**src/rtl/sdram_arb_pkg.sv**
```systemverilog
`default_nettype none
// ============================================================================
// Module   : sdram_arb_pkg
// Brief    : Shared types and constants for the two-port SDRAM arbiter.
// Revision : 1.0 - initial release
// ============================================================================
package sdram_arb_pkg;

    typedef logic port_id_t;

    typedef enum logic [0:0] {
        ARB_IDLE  = 1'b0,
        ARB_GRANT = 1'b1
    } arb_state_t;

    localparam int c_DEFAULT_OUTSTANDING_DEPTH = 4;

endpackage
`default_nettype wire

```
**src/rtl/sdram_arb_id_fifo.sv**
```systemverilog
`default_nettype none
// ============================================================================
// Module   : sdram_arb_id_fifo
// Brief    : DEPTH x 1-bit FIFO of port ids for requests awaiting a core ack.
// Revision : 1.0 - initial release
// ============================================================================
module sdram_arb_id_fifo
    import sdram_arb_pkg::*;
#(
    parameter int DEPTH = c_DEFAULT_OUTSTANDING_DEPTH
) (
    input  logic     clk,
    input  logic     rst,
    input  logic     i_push,
    input  port_id_t i_data,
    input  logic     i_pop,
    output logic     o_full,
    output logic     o_empty,
    output port_id_t o_head
);

    localparam int                 c_PTR_W = $clog2(DEPTH);
    localparam logic [c_PTR_W:0]   c_FULL  = (c_PTR_W + 1)'(DEPTH);

    logic [c_PTR_W-1:0] r_wr_ptr;
    logic [c_PTR_W-1:0] r_rd_ptr;
    logic [c_PTR_W:0]   r_count;
    port_id_t           r_mem [DEPTH];
    logic               w_do_push;
    logic               w_do_pop;

    assign o_full    = (r_count == c_FULL);
    assign o_empty   = (r_count == '0);
    assign o_head    = r_mem[r_rd_ptr];
    assign w_do_push = i_push & ~o_full;
    assign w_do_pop  = i_pop & ~o_empty;

    // DEPTH is a power of two, so pointers wrap by natural overflow
    always_ff @(posedge clk) begin
        if (rst) begin
            r_wr_ptr <= '0;
            r_rd_ptr <= '0;
            r_count  <= '0;
        end else begin
            if (w_do_push) r_wr_ptr <= r_wr_ptr + c_PTR_W'(1);
            if (w_do_pop)  r_rd_ptr <= r_rd_ptr + c_PTR_W'(1);
            case ({w_do_push, w_do_pop})
                2'b10:   r_count <= r_count + (c_PTR_W + 1)'(1);
                2'b01:   r_count <= r_count - (c_PTR_W + 1)'(1);
                default: r_count <= r_count;
            endcase
        end
    end

    always_ff @(posedge clk) begin
        if (w_do_push) r_mem[r_wr_ptr] <= i_data;
    end

endmodule
`default_nettype wire

```
**src/rtl/sdram_arb_2port.sv**
```systemverilog
`default_nettype none
// ============================================================================
// Module   : sdram_arb_2port
// Brief    : Round-robin arbiter sharing one SDRAM core port between two masters.
// Revision : 1.0 - initial release
// ============================================================================
module sdram_arb_2port
    import sdram_arb_pkg::*;
#(
    parameter int OUTSTANDING_DEPTH = c_DEFAULT_OUTSTANDING_DEPTH
) (
    input  logic        clk_i,
    input  logic        rst_i,
    input  logic [3:0]  inport0_wr_i,
    input  logic        inport0_rd_i,
    input  logic [7:0]  inport0_len_i,
    input  logic [31:0] inport0_addr_i,
    input  logic [31:0] inport0_write_data_i,
    output logic        inport0_accept_o,
    output logic        inport0_ack_o,
    output logic        inport0_error_o,
    output logic [31:0] inport0_read_data_o,
    input  logic [3:0]  inport1_wr_i,
    input  logic        inport1_rd_i,
    input  logic [7:0]  inport1_len_i,
    input  logic [31:0] inport1_addr_i,
    input  logic [31:0] inport1_write_data_i,
    output logic        inport1_accept_o,
    output logic        inport1_ack_o,
    output logic        inport1_error_o,
    output logic [31:0] inport1_read_data_o,
    output logic [3:0]  outport_wr_o,
    output logic        outport_rd_o,
    output logic [7:0]  outport_len_o,
    output logic [31:0] outport_addr_o,
    output logic [31:0] outport_write_data_o,
    input  logic        outport_accept_i,
    input  logic        outport_ack_i,
    input  logic        outport_error_i,
    input  logic [31:0] outport_read_data_i
);

    arb_state_t r_state, w_next_state;
    port_id_t   r_grant, w_next_grant;
    port_id_t   r_prio,  w_next_prio;
    logic       w_req0, w_req1, w_sel_req;
    logic       w_push, w_ack_valid;
    logic       w_fifo_full, w_fifo_empty;
    port_id_t   w_fifo_head;

    assign w_req0      = (|inport0_wr_i) | inport0_rd_i;
    assign w_req1      = (|inport1_wr_i) | inport1_rd_i;
    assign w_sel_req   = r_grant ? w_req1 : w_req0;
    assign w_ack_valid = outport_ack_i & ~w_fifo_empty & ~rst_i;

    sdram_arb_id_fifo #(
        .DEPTH (OUTSTANDING_DEPTH)
    ) u_id_fifo (
        .clk     (clk_i),
        .rst     (rst_i),
        .i_push  (w_push),
        .i_data  (r_grant),
        .i_pop   (w_ack_valid),
        .o_full  (w_fifo_full),
        .o_empty (w_fifo_empty),
        .o_head  (w_fifo_head)
    );

    always_ff @(posedge clk_i) begin
        if (rst_i) begin
            r_state <= ARB_IDLE;
            r_grant <= 1'b0;
            r_prio  <= 1'b0;
        end else begin
            r_state <= w_next_state;
            r_grant <= w_next_grant;
            r_prio  <= w_next_prio;
        end
    end

    always_comb begin
        w_next_state         = r_state;
        w_next_grant         = r_grant;
        w_next_prio          = r_prio;
        w_push               = 1'b0;
        outport_wr_o         = '0;
        outport_rd_o         = 1'b0;
        outport_len_o        = '0;
        outport_addr_o       = '0;
        outport_write_data_o = '0;
        inport0_accept_o     = 1'b0;
        inport1_accept_o     = 1'b0;

        case (r_state)
            ARB_IDLE: begin
                if ((w_req0 | w_req1) && !w_fifo_full) begin
                    w_next_state = ARB_GRANT;
                    w_next_grant = (w_req0 && w_req1) ? r_prio : w_req1;
                end
            end
            ARB_GRANT: begin
                if (!rst_i) begin
                    if (r_grant) begin
                        outport_wr_o         = inport1_wr_i;
                        outport_rd_o         = inport1_rd_i;
                        outport_len_o        = inport1_len_i;
                        outport_addr_o       = inport1_addr_i;
                        outport_write_data_o = inport1_write_data_i;
                        inport1_accept_o     = outport_accept_i;
                    end else begin
                        outport_wr_o         = inport0_wr_i;
                        outport_rd_o         = inport0_rd_i;
                        outport_len_o        = inport0_len_i;
                        outport_addr_o       = inport0_addr_i;
                        outport_write_data_o = inport0_write_data_i;
                        inport0_accept_o     = outport_accept_i;
                    end
                end
                // An abandoned request leaves the round-robin pointer untouched
                if (!w_sel_req) begin
                    w_next_state = ARB_IDLE;
                end else if (outport_accept_i) begin
                    w_push       = 1'b1;
                    w_next_prio  = ~r_grant;
                    w_next_state = ARB_IDLE;
                end
            end
            default: w_next_state = ARB_IDLE;
        endcase
    end

    always_comb begin
        inport0_ack_o       = 1'b0;
        inport0_error_o     = 1'b0;
        inport0_read_data_o = '0;
        inport1_ack_o       = 1'b0;
        inport1_error_o     = 1'b0;
        inport1_read_data_o = '0;
        if (w_ack_valid) begin
            if (w_fifo_head) begin
                inport1_ack_o       = 1'b1;
                inport1_error_o     = outport_error_i;
                inport1_read_data_o = outport_read_data_i;
            end else begin
                inport0_ack_o       = 1'b1;
                inport0_error_o     = outport_error_i;
                inport0_read_data_o = outport_read_data_i;
            end
        end
    end

endmodule
`default_nettype wire

```
**config.mk**
```make
export PLATFORM = sky130hd
export DESIGN_NAME = sdram_arb_2port
export DESIGN_NICKNAME = d
export VERILOG_FILES = /design/src/rtl/sdram_arb_pkg.sv /design/src/rtl/sdram_arb_id_fifo.sv /design/src/rtl/sdram_arb_2port.sv
export SDC_FILE = /design/constraint.sdc
export NUM_CORES = 1
export LEC_CHECK = 0
export ABC_AREA = 0
export CAP_MARGIN = 20
export CELL_PAD_IN_SITES_DETAIL_PLACEMENT = 1
export CELL_PAD_IN_SITES_GLOBAL_PLACEMENT = 1
export CORE_MARGIN = 3
export CORE_UTILIZATION = 15
export DETAILED_ROUTE_END_ITERATION = 8
export PLACE_DENSITY = 0.94
export SLEW_MARGIN = 20
export SYNTH_ARGS = -nofsm -noshare
export SYNTH_HDL_FRONTEND = slang
export SYNTH_SLANG_ARGS = --single-unit
```
**constraint.sdc**
```tcl
create_clock -name clk_i -period 3.73 [get_ports clk_i]
set_clock_uncertainty 0.15 [all_clocks]
set_input_delay 0.746 -clock clk_i [delete_from_list [all_inputs] [get_ports clk_i]]
set_output_delay 0.746 -clock clk_i [all_outputs]
set_load 0.02 [all_outputs]
```
# ---- After elaboration in Yosys (flattened, before gate mapping)
# Memory sizes are Yosys's and may differ from the RTL's. A register that Yosys moved wholly into a read port is not among the register bits.
# Cells that the tools add are included.
# W data, S select, Z words.
dict set report totals {
  ff_bits 10
  latchBits 0
  ram_bits 4
  rom_bits 0
  in_bits 191
  output_inout_bits 147
  word_cells 82
  memories 1
}
# name words word_bits read_ports rd_clocked_by_memory_dff wr line
set memory_table {}
lappend memory_table {u_id_fifo.r_mem 4 1 1 1 1 sdram_arb_id_fifo.sv:28} ;# port_id_t r_mem [DEPTH];
dict set report op_classes {
  addsub 4
  multipliers 0
  div 0
  n_lt_le_gt_ge 0
  eq_ne 3
  n_shift 0
  muxes 47
  bitwise_logic 12
  n_reduce_logical 9
}
# cell n
set ops {}
lappend ops {{$mux W32} 10}
lappend ops {{$mux W1} 27}
lappend ops {{$mux W8} 3}
lappend ops {{$mux W4} 3}
lappend ops {{$reduce_or A4 Y1} 2}
lappend ops {{$pmux W3 S2} 1}
lappend ops {{$not A1 Y1} 5}
lappend ops {{$add A2 B1 Y2 const B} 2}
lappend ops {{$and A1 B1 Y1} 4}
lappend ops {{$mux W2} 2}
lappend ops {{$add A3 B1 Y3 const B} 1}
lappend ops {{$eq A3 B3 Y1 const B} 1}
lappend ops {{$logic_not A3 Y1} 1}
lappend ops {{$or A1 B1 Y1} 3}
lappend ops {{$reduce_and A3 Y1} 1}
lappend ops {{$sub A3 B1 Y3 const B} 1}
lappend ops {{$eq A2 B1 Y1 const B} 1}
lappend ops {{$eq A2 B2 Y1 const B} 1}
lappend ops {{$logic_and A1 B1 Y1} 2}
lappend ops {{$pmux W1 S2} 1}
lappend ops {{$reduce_and A2 Y1} 1}
lappend ops {{$reduce_bool A2 Y1} 1}
lappend ops {{$logic_not A1 Y1} 1}

# ---- Longest topological paths before layout
dict set report depth {
  depth_word 8
  depth_mapped 10
  ltp_nobuf 10
}

# ---- By module
# A second synthesis with hierarchy kept.
dict set report unflattened {
  hier_cells 337
  area_unflattened_um2 2493.6
}
# mod n_inst cells_per_inst area_per_inst_um2 seq_area_each_um2
set modules_own_cells {}
lappend modules_own_cells {sdram_arb_2port 1 278 1875.5 60.1}
lappend modules_own_cells {sdram_arb_id_fifo 1 59 618.1 300.3}

# ---- Worst setup path before layout
# Ideal clock, no wire load.
dict set report synth_timing {
  path_kind {input -> register}
  startpoint {input inport0_wr_i[2]}
  endpoint {register u_id_fifo.r_count[2]}
  setup_ns 0.071
  t_arrival_ns 2.978
  required_time_ns 3.509
  slack_ns 0.531
  path_stages 10
  path_buffers 0
  cell_sequence {or4_4 > or3_4 > and3_4 > inv_1 > ha_1 > inv_1 > fa_1 > xor2_1 > or3_1 > a21oi_1}
}
dict set report synth_between {
  elab_chain_cells 8
  word_cells_on_any_way 10
  classes_between {eq/ne: 2; mux: 4; bitwise: 2; reduce/logical: 2}
}
# item line
set synth_lines {}
lappend synth_lines {{start, declared} sdram_arb_2port.sv:14} ;# input logic [3:0] inport0_wr_i,
lappend synth_lines {{$reduce_or A4 Y1 *} sdram_arb_2port.sv:51} ;# assign w_req0 = (|inport0_wr_i) | inport0_rd_i;
lappend synth_lines {{$or A1 B1 Y1 *} sdram_arb_2port.sv:51}
lappend synth_lines {{$mux W1 *} sdram_arb_2port.sv:53} ;# assign w_sel_req = r_grant ? w_req1 : w_req0;
lappend synth_lines {{$mux W1 *} sdram_arb_2port.sv:120} ;# if (!w_sel_req) begin
lappend synth_lines {{$mux W1 *} sdram_arb_2port.sv:94} ;# case (r_state)
lappend synth_lines {{$and A1 B1 Y1 *} sdram_arb_id_fifo.sv:35} ;# assign w_do_push = i_push & ~o_full;
lappend synth_lines {{$eq A2 B1 Y1 / $eq A2 B2 Y1 (equally long branches)} sdram_arb_id_fifo.sv:47} ;# case ({w_do_push, w_do_pop})
lappend synth_lines {{$pmux W3 S2 / $reduce_bool A2 Y1 (equally long branches)} -}
lappend synth_lines {{end signal, assigned} sdram_arb_id_fifo.sv:48} ;# 2'b10: r_count <= r_count + (c_PTR_W + 1)'(1);
lappend synth_lines {{end signal, assigned} sdram_arb_id_fifo.sv:49} ;# 2'b01: r_count <= r_count - (c_PTR_W + 1)'(1);
lappend synth_lines {{end signal, assigned} sdram_arb_id_fifo.sv:50} ;# default: r_count <= r_count;
lappend synth_lines {{end, declared} sdram_arb_id_fifo.sv:27} ;# logic [c_PTR_W:0] r_count;
# Every way passes the cells marked *; elsewhere a longest branch is shown, timed or not.
# A chain may end at the register's enable or synchronous reset.

# ---- Worst setup path in the final report
dict set report layout_timing {
  startpoint {input outport_ack_i}
  endpoint {output inport0_read_data_o[17]}
}
dict set report layout_between {
  elab_chain_cells 3
}
# item line
set layout_lines {}
lappend layout_lines {{start, declared} sdram_arb_2port.sv:38} ;# input logic outport_ack_i,
lappend layout_lines {{$and A1 B1 Y1 (2 in series)} sdram_arb_2port.sv:54} ;# assign w_ack_valid = outport_ack_i & ~w_fifo_empty & ~rst_i;
lappend layout_lines {{$mux W32} sdram_arb_2port.sv:139} ;# if (w_ack_valid) begin
lappend layout_lines {{end, declared} sdram_arb_2port.sv:22} ;# output logic [31:0] inport0_read_data_o,
# Every way passes these cells.

==> flow_summary.json <==
{
  "htreeDepth": 1,
  "p_per_area_nw_per_um2": 170,
  "dr.pass1.iters": 4,
  "drive_above_1_share": 0.0577,
  "async_flop_share": 0,
  "coreArea_um2": 16100,
  "relSlewSlack": 0.326,
  "synth.top_cell.area_share": 0.308,
  "start_kind": "input pin",
  "numClockSinks": 16,
  "antenna_found_initial": 1,
  "dr.first_iter.drc_count": 75,
  "p_leak_nw": 2.28,
  "grt_max_degree": 69,
  "num_io_pins": 338,
  "final_util": 0.388,
  "io_buffer_count": 337,
  "area_delta_synth_final_pct": 150,
  "synth_seq_area_share": 0.144,
  "dieArea_um2": 18300,
  "diodes": 0,
  "root_buffer": "clkbuf_16",
  "ys_types": 41,
  "drt-vias-per-instance": 4.18,
  "cts_buffers": 3,
  "cts_resized": 0,
  "drt_wl_total_mm": 15.3,
  "finalSetupViolations": 0,
  "p_int_mw": 0.705,
  "initial_core_util": 0.155,
  "synth_edf_count": 4,
  "die_w_um": 135,
  "placedCellCount": 905,
  "yosysTopAreaCell": "mux2i_1",
  "fin_crit_sh": 0.953,
  "total_power_mw": 1.06,
  "via_count": 3801,
  "place_hpwl_mm": 13.5,
  "ir_worst_vdd_mv": 0.178,
  "drv_cap": 0,
  "drc": 0,
  "routabilityCongestion": 0.779,
  "die_y_um": 135,
  "timing.fmax_mhz": 281,
  "switchingPower_mw": 0.357,
  "path_clk_slew_ps": 50,
  "cp.required_ps": 2830,
  "postCtsHoldBufs": 0,
  "finalNonFillerCells": 909,
  "synth_flop_cell": "dfxtp_1",
  "fillCellCount": 1920,
  "yosys_warnings": 0,
  "timing_worst_slew_pin_value_ps": 1010,
  "layout_min_cycle_time_ps": 3550,
  "rows": 46,
  "hold_viol": 0,
  "clock_latency_ps": 250,
  "rsz0062_at_grt": "no",
  "hold_path_class": "register to register",
  "synth_nets": 568,
  "fin_nets": 891,
  "globalRouteTotalUtil": 0.152,
  "syn_avg_cell_area_um2": 6.74,
  "critPathMaxFanout": 55,
  "mappedNetlistArea_um2": 2500,
  "synthTopCellsByArea": "mux2i_1, nor2_1, dfxtp_1, and3_1, nand2_1",
  "cts_setup_buffers": 0,
  "post_drt_wl_per_cell_um": 16.8,
  "p_clk_frac": 0.218,
  "setup-tns-final_ps": 0,
  "cts_tree": "yes",
  "worstPathArrival_ps": 2660,
  "swShare": 0.336,
  "grt_overflow": 0,
  "worstSetupPathType": "input pin to output port",
  "drtAntennaViolNets": 0,
  "holdWs_ps": 345,
  "combPwrFrac": 0.586,
  "seqPwrFrac": 0.197,
  "postSynthCellCount": 371,
  "slew_viol_final": 0,
  "grt_pass1_wl_mm": 22.1,
  "synth_seq_cells": 16,
  "outcome": "complete, no violations",
  "grt_pass1_vias": 3997,
  "end_kind": "output port",
  "clockBufferDepth": 2
}
[through the flow]
step           worst slack (ps)  area [um^2]
4_1_cts                     163         6250
2_1_floorplan               531         2500
3_3_place_gp                101         6160
5_1_grt                    38.6         6250
3_5_place_dp              -32.8         6160
6_report                    177         6250
[synthesized netlist by cell type (2+ instances only)]
cell type,n
buf_1,4
edfxtp_1,4
mux2i_1,77
and3_1,33
inv_1,8
a21oi_1,7
clkbuf_1,20
nand2_1,34
and2_2,4
nor2_1,119
nor3_1,2
o21ai_0,3
xor2_1,3
nand2b_1,2
nand4_1,2
ha_1,5
dfxtp_1,12
buf_2,9
[per-layer routing]
metal	share of wire	global-route usage
met2	0.53	0.306
met3	0.092	0.0423
met5	0.00085	0
met4	0.010	0.0258
met1	0.37	0.157
[cells in the final DEF, fill, tap and decap left out, types with 2 or more instances in the layout]
master and n:
buf_12 4, inv_1 8, nand4_1 2, buf_4 17, clkdlybuf4s50_1 331, xor2_1 3
edfxtp_1 4, o21ai_0 3, nor2_1 118, nand2_1 34, dfxtp_1 11, mux2i_1 77
clkbuf_16 3, and2_2 4, nor3_1 2, and3_1 33, a21oi_1 7, ha_1 5
[path summary, 6_finish.rpt]
| check | start | endpoint | slack (ps) | depth (start not counted) |
|---|---|---|---|---|
| worst max-delay path | outport_ack_i | inport0_read_data_o[17] | 180 | 7 |
| worst min-delay path | r_prio$_SDFFE_PP0P_ | r_prio$_SDFFE_PP0P_ | 340 | 2 |
| worst max register to register | r_grant$_SDFFE_PP0P_ | u_id_fifo.r_count[2]$_SDFFE_PP0P_ | 700 | 10 |
| worst min register to register | r_prio$_SDFFE_PP0P_ | r_prio$_SDFFE_PP0P_ | 340 | 2 |
[critical path: stages]
cell,delay (ps)
clkdlybuf4s50_1,460
o31ai_1,160
nor2_4,210
buf_12,230
nand2_1,90
nor2_1,110
clkdlybuf4s50_1,630
[power groups by stage]
stage               logic [mW]  clock network [mW]  registers [mW]
finish                   0.622               0.231           0.209
floorplan                0.259                   0           0.199
global route             0.665               0.245           0.212
CTS                      0.630               0.237           0.210
global placement         0.612                   0           0.212
detailed placement       0.628                   0           0.213
[final cells by class]
| cell class | instances | area (um^2) | share of cell area |
|---|---|---|---|
| inverter | 8 | 30.0 | 0.00481 |
| clock buffer | 4 | 88.8 | 0.0142 |
| tap | 216 | 270 | 0.0433 |
| sequential | 16 | 364 | 0.0583 |
| multi-input combinational | 313 | 1970 | 0.316 |
| timing repair buffer | 352 | 3520 | 0.563 |
[cell families after synthesis]
family / after synthesis / share of synthesized area
simple gates: 209 / 0.380
compound gates: 16 / 0.0415
xor+xnor: 4 / 0.0140
buf+inv: 42 / 0.0705
mux: 78 / 0.317
fa+ha+maj: 6 / 0.0330
flops: 16 / 0.144
Power figures use the tool's default switching activity.
